## src/rtl/m_axil_master_engine.sv

```systemverilog
// ---------------------------------------------------------------------------
// m_axil_master_engine
//
// AXI4-Lite master that turns a simple command/response stream into single
// AXI4-Lite read or write transactions, one transaction in flight at a time.
//
// Optional feature macro: M_AXIL_WRITE_VERIFY_EN
//   Defined   : a write with BRESP==OKAY is followed automatically by a read
//               of the same address. RSP_RDATA/RSP_RESP carry the readback
//               data and RRESP, and RSP_MISMATCH flags strobed-byte
//               differences against the written data.
//   Undefined : no readback, RSP_MISMATCH is tied 0, RSP_RDATA is 0 for writes.
//
// Ports
//   ACLK, ARESET        clock, asynchronous active-low reset
//   CMD_*               command stream (valid/ready, write flag, addr, data, strb)
//   RSP_*               response stream (valid/ready, write echo, read data,
//                       captured BRESP/RRESP, verify mismatch, busy latency)
//   AW*, W*, B*         AXI4-Lite write address / write data / write response
//   AR*, R*             AXI4-Lite read address / read data
// ---------------------------------------------------------------------------
module m_axil_master_engine #(
  parameter int M_AXI_ADDR_WIDTH = 32,
  parameter int M_AXI_DATA_WIDTH = 32,
  parameter int LAT_WIDTH        = 8
) (
  input  logic                            ACLK,
  input  logic                            ARESET,
  input  logic                            CMD_VALID,
  output logic                            CMD_READY,
  input  logic                            CMD_WRITE,
  input  logic [M_AXI_ADDR_WIDTH-1:0]     CMD_ADDR,
  input  logic [M_AXI_DATA_WIDTH-1:0]     CMD_WDATA,
  input  logic [M_AXI_DATA_WIDTH/8-1:0]   CMD_WSTRB,
  output logic                            RSP_VALID,
  input  logic                            RSP_READY,
  output logic                            RSP_WRITE,
  output logic [M_AXI_DATA_WIDTH-1:0]     RSP_RDATA,
  output logic [1:0]                      RSP_RESP,
  output logic                            RSP_MISMATCH,
  output logic [LAT_WIDTH-1:0]            RSP_LATENCY,
  output logic [M_AXI_ADDR_WIDTH-1:0]     AWADDR,
  output logic                            AWVALID,
  input  logic                            AWREADY,
  output logic [2:0]                      AWPROT,
  output logic [M_AXI_DATA_WIDTH-1:0]     WDATA,
  output logic [M_AXI_DATA_WIDTH/8-1:0]   WSTRB,
  output logic                            WVALID,
  input  logic                            WREADY,
  input  logic [1:0]                      BRESP,
  input  logic                            BVALID,
  output logic                            BREADY,
  output logic [M_AXI_ADDR_WIDTH-1:0]     ARADDR,
  output logic                            ARVALID,
  input  logic                            ARREADY,
  output logic [2:0]                      ARPROT,
  input  logic [M_AXI_DATA_WIDTH-1:0]     RDATA,
  input  logic [1:0]                      RRESP,
  input  logic                            RVALID,
  output logic                            RREADY
);

  typedef enum logic [1:0] {IDLE, WR, RD, RSP} state_t;

  state_t                          r_state;
  logic                            r_cmd_ready;
  logic                            r_write;
  logic [M_AXI_ADDR_WIDTH-1:0]     r_addr;
  logic [M_AXI_DATA_WIDTH-1:0]     r_wdata;
  logic [M_AXI_DATA_WIDTH/8-1:0]   r_wstrb;
  logic                            r_awvalid;
  logic                            r_wvalid;
  logic                            r_bready;
  logic                            r_arvalid;
  logic                            r_rready;
  logic                            r_aw_done;
  logic                            r_w_done;
  logic                            r_b_done;
  logic                            r_rsp_valid;
  logic [M_AXI_DATA_WIDTH-1:0]     r_rsp_rdata;
  logic [1:0]                      r_rsp_resp;
  logic [LAT_WIDTH-1:0]            r_lat;

  logic w_aw_hs;
  logic w_w_hs;
  logic w_b_hs;
  logic w_ar_hs;
  logic w_r_hs;
  logic w_wr_complete;

  assign w_aw_hs = r_awvalid & AWREADY;
  assign w_w_hs  = r_wvalid  & WREADY;
  assign w_b_hs  = r_bready  & BVALID;
  assign w_ar_hs = r_arvalid & ARREADY;
  assign w_r_hs  = r_rready  & RVALID;

  // Handshakes of the current cycle count as done so simultaneous
  // completions finish the write without an extra cycle.
  assign w_wr_complete = (r_aw_done | w_aw_hs) & (r_w_done | w_w_hs) &
                         (r_b_done | w_b_hs);

`ifdef M_AXIL_WRITE_VERIFY_EN
  logic                        r_rsp_mismatch;
  logic [1:0]                  w_bresp_now;
  logic [M_AXI_DATA_WIDTH-1:0] w_strb_mask;

  // BRESP may arrive in the same cycle the write completes.
  assign w_bresp_now = w_b_hs ? BRESP : r_rsp_resp;

  // Expand byte strobes into a bit mask for the readback compare.
  always_comb begin
    w_strb_mask = '0;
    for (int i = 0; i < M_AXI_DATA_WIDTH/8; i++) begin
      w_strb_mask[i*8 +: 8] = {8{r_wstrb[i]}};
    end
  end

  assign RSP_MISMATCH = r_rsp_mismatch;
`else
  assign RSP_MISMATCH = 1'b0;
`endif

  // Single FSM owning every register; all AXI and response outputs are
  // registered. CMD_READY comes up one cycle after reset release.
  always_ff @(posedge ACLK or negedge ARESET) begin
    if (!ARESET) begin
      r_state     <= IDLE;
      r_cmd_ready <= 1'b0;
      r_write     <= 1'b0;
      r_addr      <= '0;
      r_wdata     <= '0;
      r_wstrb     <= '0;
      r_awvalid   <= 1'b0;
      r_wvalid    <= 1'b0;
      r_bready    <= 1'b0;
      r_arvalid   <= 1'b0;
      r_rready    <= 1'b0;
      r_aw_done   <= 1'b0;
      r_w_done    <= 1'b0;
      r_b_done    <= 1'b0;
      r_rsp_valid <= 1'b0;
      r_rsp_rdata <= '0;
      r_rsp_resp  <= 2'b00;
      r_lat       <= '0;
`ifdef M_AXIL_WRITE_VERIFY_EN
      r_rsp_mismatch <= 1'b0;
`endif
    end else begin
      case (r_state)
        IDLE: begin
          if (r_cmd_ready && CMD_VALID) begin
            r_cmd_ready <= 1'b0;
            r_write     <= CMD_WRITE;
            r_addr      <= CMD_ADDR;
            r_wdata     <= CMD_WDATA;
            r_wstrb     <= CMD_WSTRB;
            r_lat       <= '0;
            r_aw_done   <= 1'b0;
            r_w_done    <= 1'b0;
            r_b_done    <= 1'b0;
            r_rsp_rdata <= '0;
            r_rsp_resp  <= 2'b00;
`ifdef M_AXIL_WRITE_VERIFY_EN
            r_rsp_mismatch <= 1'b0;
`endif
            if (CMD_WRITE) begin
              r_state   <= WR;
              r_awvalid <= 1'b1;
              r_wvalid  <= 1'b1;
              r_bready  <= 1'b1;
            end else begin
              r_state   <= RD;
              r_arvalid <= 1'b1;
              r_rready  <= 1'b1;
            end
          end else begin
            r_cmd_ready <= 1'b1;
          end
        end

        WR: begin
          if (!(&r_lat)) r_lat <= r_lat + 1'b1;
          if (w_aw_hs) begin
            r_awvalid <= 1'b0;
            r_aw_done <= 1'b1;
          end
          if (w_w_hs) begin
            r_wvalid <= 1'b0;
            r_w_done <= 1'b1;
          end
          if (w_b_hs) begin
            r_bready   <= 1'b0;
            r_b_done   <= 1'b1;
            r_rsp_resp <= BRESP;
          end
          if (w_wr_complete) begin
`ifdef M_AXIL_WRITE_VERIFY_EN
            if (w_bresp_now == 2'b00) begin
              r_state   <= RD;
              r_arvalid <= 1'b1;
              r_rready  <= 1'b1;
            end else begin
              r_state     <= RSP;
              r_rsp_valid <= 1'b1;
            end
`else
            r_state     <= RSP;
            r_rsp_valid <= 1'b1;
`endif
          end
        end

        RD: begin
          if (!(&r_lat)) r_lat <= r_lat + 1'b1;
          if (w_ar_hs) r_arvalid <= 1'b0;
          if (w_r_hs) begin
            r_arvalid   <= 1'b0;
            r_rready    <= 1'b0;
            r_rsp_rdata <= RDATA;
            r_rsp_resp  <= RRESP;
`ifdef M_AXIL_WRITE_VERIFY_EN
            r_rsp_mismatch <= r_write && (RRESP == 2'b00) &&
                              (((RDATA ^ r_wdata) & w_strb_mask) != '0);
`endif
            r_state     <= RSP;
            r_rsp_valid <= 1'b1;
          end
        end

        RSP: begin
          // CMD_READY rises right after the handshake so the next command
          // can be accepted no earlier than the following cycle.
          if (RSP_READY) begin
            r_rsp_valid <= 1'b0;
            r_cmd_ready <= 1'b1;
            r_state     <= IDLE;
          end
        end

        default: r_state <= IDLE;
      endcase
    end
  end

  assign CMD_READY   = r_cmd_ready;
  assign RSP_VALID   = r_rsp_valid;
  assign RSP_WRITE   = r_write;
  assign RSP_RDATA   = r_rsp_rdata;
  assign RSP_RESP    = r_rsp_resp;
  assign RSP_LATENCY = r_lat;
  assign AWADDR      = r_addr;
  assign AWVALID     = r_awvalid;
  assign AWPROT      = 3'b000;
  assign WDATA       = r_wdata;
  assign WSTRB       = r_wstrb;
  assign WVALID      = r_wvalid;
  assign BREADY      = r_bready;
  assign ARADDR      = r_addr;
  assign ARVALID     = r_arvalid;
  assign ARPROT      = 3'b000;
  assign RREADY      = r_rready;

endmodule

```

## config.mk

```make
export PLATFORM = sky130hd
export DESIGN_NAME = m_axil_master_engine
export DESIGN_NICKNAME = d
export VERILOG_FILES = /design/src/rtl/m_axil_master_engine.sv
export SDC_FILE = /design/constraint.sdc
export NUM_CORES = 1
export LEC_CHECK = 0
export CAP_MARGIN = 10
export CORE_MARGIN = 1.5
export CORE_UTILIZATION = 36
export DETAILED_ROUTE_END_ITERATION = 10
export PLACE_DENSITY = 0.77
export SLEW_MARGIN = 20
export SYNTH_ARGS = -nofsm -noshare
export SYNTH_HDL_FRONTEND = slang
export SYNTH_SLANG_ARGS = --single-unit
```

## constraint.sdc

```tcl
create_clock -name ACLK -period 1.79 [get_ports ACLK]
set_clock_uncertainty 0.05 [all_clocks]
set_input_delay 0.4475 -clock ACLK [delete_from_list [all_inputs] [get_ports ACLK]]
set_output_delay 0.4475 -clock ACLK [all_outputs]
set_load 0.05 [all_outputs]
```

---- Yosys cells after proc, flatten, opt, wreduce, memory -nomap -nowiden ----
Cells that the tools add are included.
storage, ports and cells
  register bits ........................... 123
  bits in latches ......................... 0
  bits in writable memories ............... 0
  ROM bits ................................ 0
  output and inout port bits .............. 157
  memories ................................ 0
operators by class
  add/sub/neg operators ................... 1
  multiply operators ...................... 0
  div/mod/pow operators ................... 0
  order comparisons ....................... 0
  equal/unequal tests ..................... 14
  shift operators ......................... 0
  mux-type cells .......................... 45
  bitwise operators ....................... 10
  reduce and logical (&&, ||, !) cells .... 25
operators by type and width
  operator               number
  $mux W32               2
  $pmux W32 S2           1
  $reduce_and A4 Y1      8
  $ne A2 B2 Y1 const B   10
  $mux W1                19
  $pmux W1 S2            9
  $mux W2                8
  $mux W8                2
  $pmux W8 S2            1
  $reduce_and A3 Y1      5
  $add A8 B1 Y8 const B  1
  $pmux W2 S4            1
  $reduce_and A8 Y1      1
  $reduce_bool A2 Y1     4
  $and A1 B1 Y1          7
  $pmux W2 S3            1
  $reduce_bool A3 Y1     2
  $eq A2 B2 Y1 const B   2
  $reduce_and A2 Y1      2
  $ne A3 B3 Y1 const B   1
  $or A1 B1 Y1           3
  $pmux W1 S3            1
  $eq A2 B1 Y1 const B   1
  $logic_not A2 Y1       1
  2 further kinds        2

---- Longest topological paths before layout ----
Gate-level depths: netlist of the first run.
  depth after elaboration ................. 6
  mapped depth ............................ 8

---- Worst setup path before layout of the first run ----
OpenSTA, ideal clock, no wires.
  kind .................................... register to register
  start point ............................. register r_lat[0], in the netlist RSP_LATENCY[0]
  end point ............................... register r_lat[7], in the netlist RSP_LATENCY[7]
  setup time .............................. 138 ps
  arrival time ............................ 1750 ps
  required time ........................... 1602 ps
  slack ................................... -147 ps
  cell stages (with the launch flop) ...... 6
  period minus slack after synthesis ...... 1937 ps
  path through ............................ dfrtp_1 > ha_1 > nand2_1 > o32ai_2 > buf_2 > o221ai_1
between the ends
  word-level cells in the longest chain between the ends .. 3
  elaborated cells between the ends (all ways) .. 6
  classes of those cells .................. add/sub (1); eq/ne (1); mux (2); reduce/logical (2)
ends and longest elaborated chain
  element                                             line      source
  from (decl)                                         82        logic [LAT_WIDTH-1:0] r_lat;
  from (signal assigned)                              182       if (!(&r_lat)) r_lat <= r_lat + 1'b1;
  from (signal assigned)                              214       if (!(&r_lat)) r_lat <= r_lat + 1'b1;
  $add A8 B1 Y8 or $reduce_and A8 Y1 (tied branches)  182, 214
  $mux W8 or $ne A2 B2 Y1 (tied branches)             n/a
  $pmux W8 S2 or $reduce_and A3 Y1 (tied branches)    n/a
Several ways; a longest one is shown, not always the timed one. The select of a mux whose other input is x is not followed.
A chain may end at the register's enable or synchronous reset.

---- Worst setup path in the final report of the first run ----
  start point ............................. register r_state[0]
  end point ............................... register r_lat[2], in the netlist RSP_LATENCY[2]
between the ends
  word-level cells in the longest chain between the ends .. 4
  elaborated cells between the ends (all ways) .. 9
  classes of those cells .................. eq/ne (4); mux (1); reduce/logical (4)
ends and longest elaborated chain
  element                                                       line  source
  from (decl)                                                   65    state_t r_state;
  from (signal assigned)                                        127   r_state <= IDLE;
  from (signal assigned)                                        167   r_state <= WR;
  from (signal assigned)                                        172   r_state <= RD;
  $eq A2 B2 Y1 or $eq A2 B1 Y1 (tied branches)                  149   case (r_state)
  $reduce_or A2 Y1 (no line)                                    n/a
  $ne A2 B2 Y1 (no line) or $reduce_bool A2 Y1 (tied branches)  n/a
  $reduce_and A3 Y1 (no line)                                   n/a
Several ways; a longest one is shown, not always the timed one.

==> results of run 1 <==
## final timing paths
path	startpoint	end	depth (start not counted)
worst min register to register	WDATA[28]	WDATA[28]	2
worst max-delay path	r_state[0]	RSP_LATENCY[2]	7
worst min-delay path	ARESET	ARADDR[25]	2
worst max register to register	r_state[0]	RSP_LATENCY[2]	7
max in group asynchronous	ARESET	WDATA[12]	3
min in group ACLK	WDATA[28]	WDATA[28]	2
## sequential cells by signal, summed over array words and instances (netlist names), 2 cells and up
name,flops
RSP_RDATA,32
RSP_LATENCY,8
WSTRB,4
ARADDR,32
RSP_RESP,2
r_state,2
WDATA,32
## through the flow
step | area, µm² | TNS (ns) | util
final | 8850 | 0 | 0.613
after global routing | 8850 | -0.0974 | 0.613
after CTS | 8740 | 0 | 0.606
after detailed placement | 8050 | -19.52 | 0.558
after global placement | 8050 | -17.02 | 0.558
after floorplan | 5320 | -0.357 | -
## per-layer routing
metal | wire (µm) | up-vias | GRT usage
li1 | - | 2285 | -
met2 | 7300 | 189 | 0.317
met3 | 1260 | 24 | 0.0664
met4 | 298 | 0 | 0.0724
met5 | 0 | - | 0
met1 | 6030 | 2214 | 0.222
## cell usage in the layout, fill, tap and decap left out, types with 2 or more instances in the layout
master | Yosys | final
a21bo_4 | 0 | 2
a21oi_1 | 8 | 8
a22o_1 | 32 | 32
a22oi_1 | 2 | 2
a31oi_1 | 5 | 5
and2_1 | 2 | 2
buf_12 | 0 | 27
buf_4 | 43 | 172
bufinv_16 | 0 | 4
clkbuf_16 | 0 | 17
clkdlybuf4s50_1 | 0 | 112
clkinv_2 | 0 | 2
clkinv_4 | 0 | 3
clkinvlp_4 | 0 | 5
conb_1 | 1 | 7
dfrtp_1 | 123 | 115
dfrtp_2 | 0 | 8
ha_1 | 6 | 3
ha_4 | 0 | 2
inv_1 | 5 | 2
inv_2 | 0 | 2
mux2_4 | 0 | 3
nand2_1 | 229 | 228
nand2b_1 | 2 | 2
nand3_1 | 9 | 8
nand4_1 | 3 | 3
nor2_1 | 8 | 8
o211ai_1 | 2 | 2
o21ai_0 | 8 | 8
o2bb2ai_1 | 5 | 5
or4_1 | 5 | 4
## power by group
| part | internal, µW | switching, µW | total (µW) |
|---|---|---|---|
| Sequential | 2780 | 0 | 2780 |
| Clock | 2370 | 1290 | 3650 |
| Combinational | 232 | 131 | 363 |
| Total | 5380 | 1420 | 6800 |
## timing repair
item	CTS	global route
endpoints found under the hold margin	17	0
setup buffers	1	7
resized for setup	6	15
setup endpoints to repair	39	36
hold buffers	1	0
pin swaps	2	9
## layout make-up
cell class	instances	area, µm²
clock inverters	14	195
repair buffers	314	2990
inverters	5	22.5
clock buffers	18	439
multi-input cells	355	1880
flip-flops and latches	123	3090
fillers	1207	5580
well taps	184	230
## kinds of logic (layout without fill, tap and decap cells)
kind of cell / after synthesis / count (layout) / synth area share
compound gates: 72 / 72 / 0.108
fa+ha+maj: 6 / 6 / 0.0142
buf+inv: 71 / 351 / 0.0823
flops: 123 / 123 / 0.583
mux: 4 / 4 / 0.00830
other cells: 1 / 7 / 0.000711
simple gates: 266 / 266 / 0.203
==> flow_summary.yaml, run 1 <==
yosys:
  synthTopCellsByArea: "dfrtp_1, nand2_1, buf_4"
  syn_area_per_cell_um2: 9.72
  synth_edf_count: 0
  synthArstFlopShare: 1.00
  yosysSeqAreaShare: 0.583
  synth_top_cell_by_area: "dfrtp_1"
  ys_warn_count: 0
  synth_top_area_frac: 0.583
  yosys_most_used_dff: "dfrtp_1"
  synth.cells.most_frequent: "nand2_1, dfrtp_1, buf_4, a22o_1, clkbuf_1"
  ys_ff_latch: 123
  netlist_area_um2: 5280
  synthDistinctLibCells: 39
  syn_inst: 543
  synth_most_common_cell: "nand2_1"
finish:
  diodes: 0
  final_nets: 936
  instances_no_fill: 1013
  drive_above_1_share: 0.318
  area_growth_pct: 67.7
timing:
  slew_violations: 0
  fin_crit_ns: 1.78
  whs_ns: 0.422
  setup_ws_ns: 0.0130
  fin_crit_sh: 0.993
  setup_viol: 0
  rsz0062_at_grt: "yes"
  fmax_mhz: 563
  finalHoldViolations: 0
routing:
  viasPerCell: 4.65
  first_pass_iters: 4
  ant_nets: 0
  drc: 0
  vias: 4712
  wire_per_inst_um: 14.7
  wirelength_mm: 14.9
  drt_iter0_drc: 158
setup_path:
  path_class: "flip-flop to flip-flop"
  cpMaxStageDelayCell: "dfrtp_1"
  cp_top_family: "compound AO/OA/AOI/OAI gates"
  crit_fanout: 6
  worstSetupStartpointType: "flip-flop"
  cp_num_buf_inv: 3
  r2r_setup_slack_ns: 0.01
  cp-end-kind: "flip-flop"
  cp.required_ns: 2.03
  crit_path_max_incr_delay_ns: 0.38
  worst_ep_arrival_time_ns: 2.02
  worstPathCellList: "inv_2, ha_4, nor2b_2, o32ai_4, buf_6, buf_4, a211o_1"
grt:
  track_usage: 0.189
  grt_pass1_wl_mm: 22.4
  grt_pass1_vias: 4579
  grt_antenna_before_repair: 0
  grt_remaining_overflow: 0
  grt_max_degree: 63
die:
  initial_core_util: 0.366
  core_um2: 14400
  die_x_um: 124
  io_pins: 271
  die_y_um: 124
  die_area_um2: 15400
  rows: 44
pwr:
  p_leak_uw: 0.00467
  fin_total_pwr_uw: 6800
  ir_drop_mv: 0.593
  pwr_density_cell_nw_per_um2: 768
status:
  outcome: "completed"
placement:
  dpl.cell_count: 972
  io_buffers: 263
  dpl.hpwl_mm: 10.8
  place_ws_ns: -0.343
  gp_congestion: 0.777
cts:
  cts_buffers: 17
  cts_root_buf: "clkbuf_16"
  clk-insertion-delay-late_ns: 0.41
  clock_sinks: 123
  clkTransAtPathRegs_ns: 0.06
  cts_htree_levels: 4
  clk_path_buf_depth: 2
  cts_tree: "done"
min_path:
  hold_path.class: "input pin to asynchronous set/reset pin"
flow_run:
  cap_viol_max_count: 0
Power figures use the tool's default switching activity.
==> run 2, diff against run 1 <==
HOLD_SLACK_MARGIN = 0.12   (was unset)
==> results of run 2 <==
Final layout, timing and power as in run 1 (identical DEF).
==> run 3, diff against run 2 <==
CAP_MARGIN = 30   (was 10)
PLACE_DENSITY = 0.74   (was 0.77)
==> flow_summary.yaml, run 3 (same netlist as run 1, synthesis figures left out) <==
cts:
  clk-insertion-delay-late_ns: 0.41
  clock_sinks: 123
  clk_path_buf_depth: 2
  cts_tree: "done"
  cts_buffers: 17
  cts_htree_levels: 4
  cts_root_buf: "clkbuf_16"
  clkTransAtPathRegs_ns: 0.05
setup_path:
  cpMaxStageDelayCell: "dfrtp_1"
  cp-end-kind: "flip-flop"
  crit_fanout: 6
  crit_path_max_incr_delay_ns: 0.36
  worst_ep_arrival_time_ns: 1.97
  worstPathCellList: "inv_2, ha_4, nand2_4, o32ai_4, buf_6, nor3_1, a211o_1"
  cp_top_family: "compound AO/OA/AOI/OAI gates"
  worstSetupStartpointType: "flip-flop"
  path_class: "flip-flop to flip-flop"
  cp_num_buf_inv: 2
  r2r_setup_slack_ns: 0.06
  cp.required_ns: 2.03
  rr_worst_depth: 7
  r2r-start: "r_state[1]"
  worstReg2RegEnd: "RSP_LATENCY[2]"
routing:
  wire_per_inst_um: 14.9
  viasPerCell: 4.74
  ant_nets: 0
  wirelength_mm: 15.2
  vias: 4817
  drc: 0
  drt_iter0_drc: 169
  first_pass_iters: 4
pwr:
  netSwitchingFraction: 0.202
  p_leak_uw: 0.00472
  pwr_density_cell_nw_per_um2: 754
  switchingPower_uw: 1350
  pwr-share-comb: 0.055
  internal_power_uw: 5350
  pwr-share-clk: 0.530
  p_seq_frac: 0.415
  ir_drop_mv: 0.495
grt:
  grt_remaining_overflow: 0
  grt_max_degree: 51
  grt_antenna_before_repair: 0
  met3_usage: 0.0609
  grt_pass1_vias: 4648
  use_met2: 0.336
  grt.busiest_layer: "met2"
  grt_use_met1: 0.220
  grt_pass1_wl_mm: 22.6
  track_usage: 0.193
timing:
  setup_viol: 0
  finalHoldViolations: 0
  slew_violations: 0
  rsz0062_at_grt: "yes"
  fin_crit_sh: 0.969
  fin_crit_ns: 1.73
  fmax_mhz: 577
finish:
  final_nets: 939
  final_common_cell: "nand2_1"
  area_growth_pct: 68.7
  instances_no_fill: 1016
  fin_area_um2: 8900
  diodes: 0
  mostFrequentLayoutCells: "nand2_1, buf_4, dfrtp_1"
  drive_above_1_share: 0.316
placement:
  post_dp_cell_area_um2: 8140
  gp_congestion: 0.801
  dpl.cell_count: 978
  dpl.hpwl_mm: 11.3
  io_buffers: 263
die:
  core_um2: 14400
  die_y_um: 124
  die_area_um2: 15400
  io_pins: 271
  initial_core_util: 0.366
  rows: 44
  die_x_um: 124
flow_run:
  cap_viol_max_count: 0
status:
  outcome: "completed"
min_path:
  hold_path.class: "input pin to asynchronous set/reset pin"
run 3: metal layers:
metal,wire length (µm),vias to the layer above,part of all wire
met4,321,0,0.021
met1,5840,2282,0.38
met3,1250,26,0.082
li1,-,2291,-
met2,7750,218,0.51
met5,0,-,0
run 3: layout make-up:
| type | count | area [µm²] |
|---|---|---|
| clock inverters | 10 | 139 |
| clock buffers | 22 | 484 |
| inverters | 5 | 18.8 |
| fillers | 1180 | 5530 |
| repair buffers | 317 | 3060 |
| well taps | 184 | 230 |
| flip-flops and latches | 123 | 3090 |
| multi-input cells | 355 | 1880 |
run 3: metrics by stage:
| stage | util | hold slack, ns | power (µW) | TNS, ns | worst slack (ns) |
|---|---|---|---|---|---|
| 2_1_floorplan | - | 0.102 | 2880 | -0.357 | -0.0175 |
| 3_3_place_gp | 0.564 | 0.278 | 3200 | -11.27 | -0.260 |
| 3_5_place_dp | 0.564 | 0.282 | 3200 | -15.38 | -0.301 |
| 4_1_cts | 0.610 | 0.401 | 6770 | -0.0278 | -0.0166 |
| 5_1_grt | 0.617 | 0.421 | 6930 | -0.0808 | -0.0286 |
| 6_report | 0.617 | 0.410 | 6710 | 0 | 0.0555 |
run 3: power groups by stage:
stage                     Clock (µW)  Sequential, µW  Combinational, µW
after floorplan                    0            2830               50.9
after CTS                       3620            2780                373
after global routing            3760            2780                396
after detailed placement           0            2830                368
final                           3560            2780                367
after global placement             0            2830                365
run 3: worst max-delay path by stage:
| stage | cells past startpoint | slack [ns] | endpoint | from |
|---|---|---|---|---|
| floorplan | 8 | -0.02 | RSP_RDATA[10] | r_state[0] |
| global placement | 5 | -0.26 | RSP_RESP[0] | CMD_VALID |
| detailed placement | 5 | -0.30 | RSP_RESP[0] | CMD_VALID |
| CTS | 7 | -0.02 | RSP_LATENCY[2] | r_state[0] |
| global route | 7 | -0.03 | RSP_LATENCY[2] | r_state[1] |
| finish | 7 | 0.06 | RSP_LATENCY[2] | r_state[1] |
run 3: worst register-to-register path, cell delays in order, from the launching register on:
cell,delay (ns)
dfrtp_1,0.36
inv_2,0.07
ha_4,0.30
nand2_4,0.06
o32ai_4,0.35
buf_6,0.17
nor3_1,0.05
a211o_1,0.22
run 3: what timing repair did:
item,in CTS,in global routing
gates resized for setup,4,12
endpoints found under the hold margin,14,0
setup endpoints to repair,8,42
buffers inserted,0,5
pin swaps,0,4
hold buffers,1,0
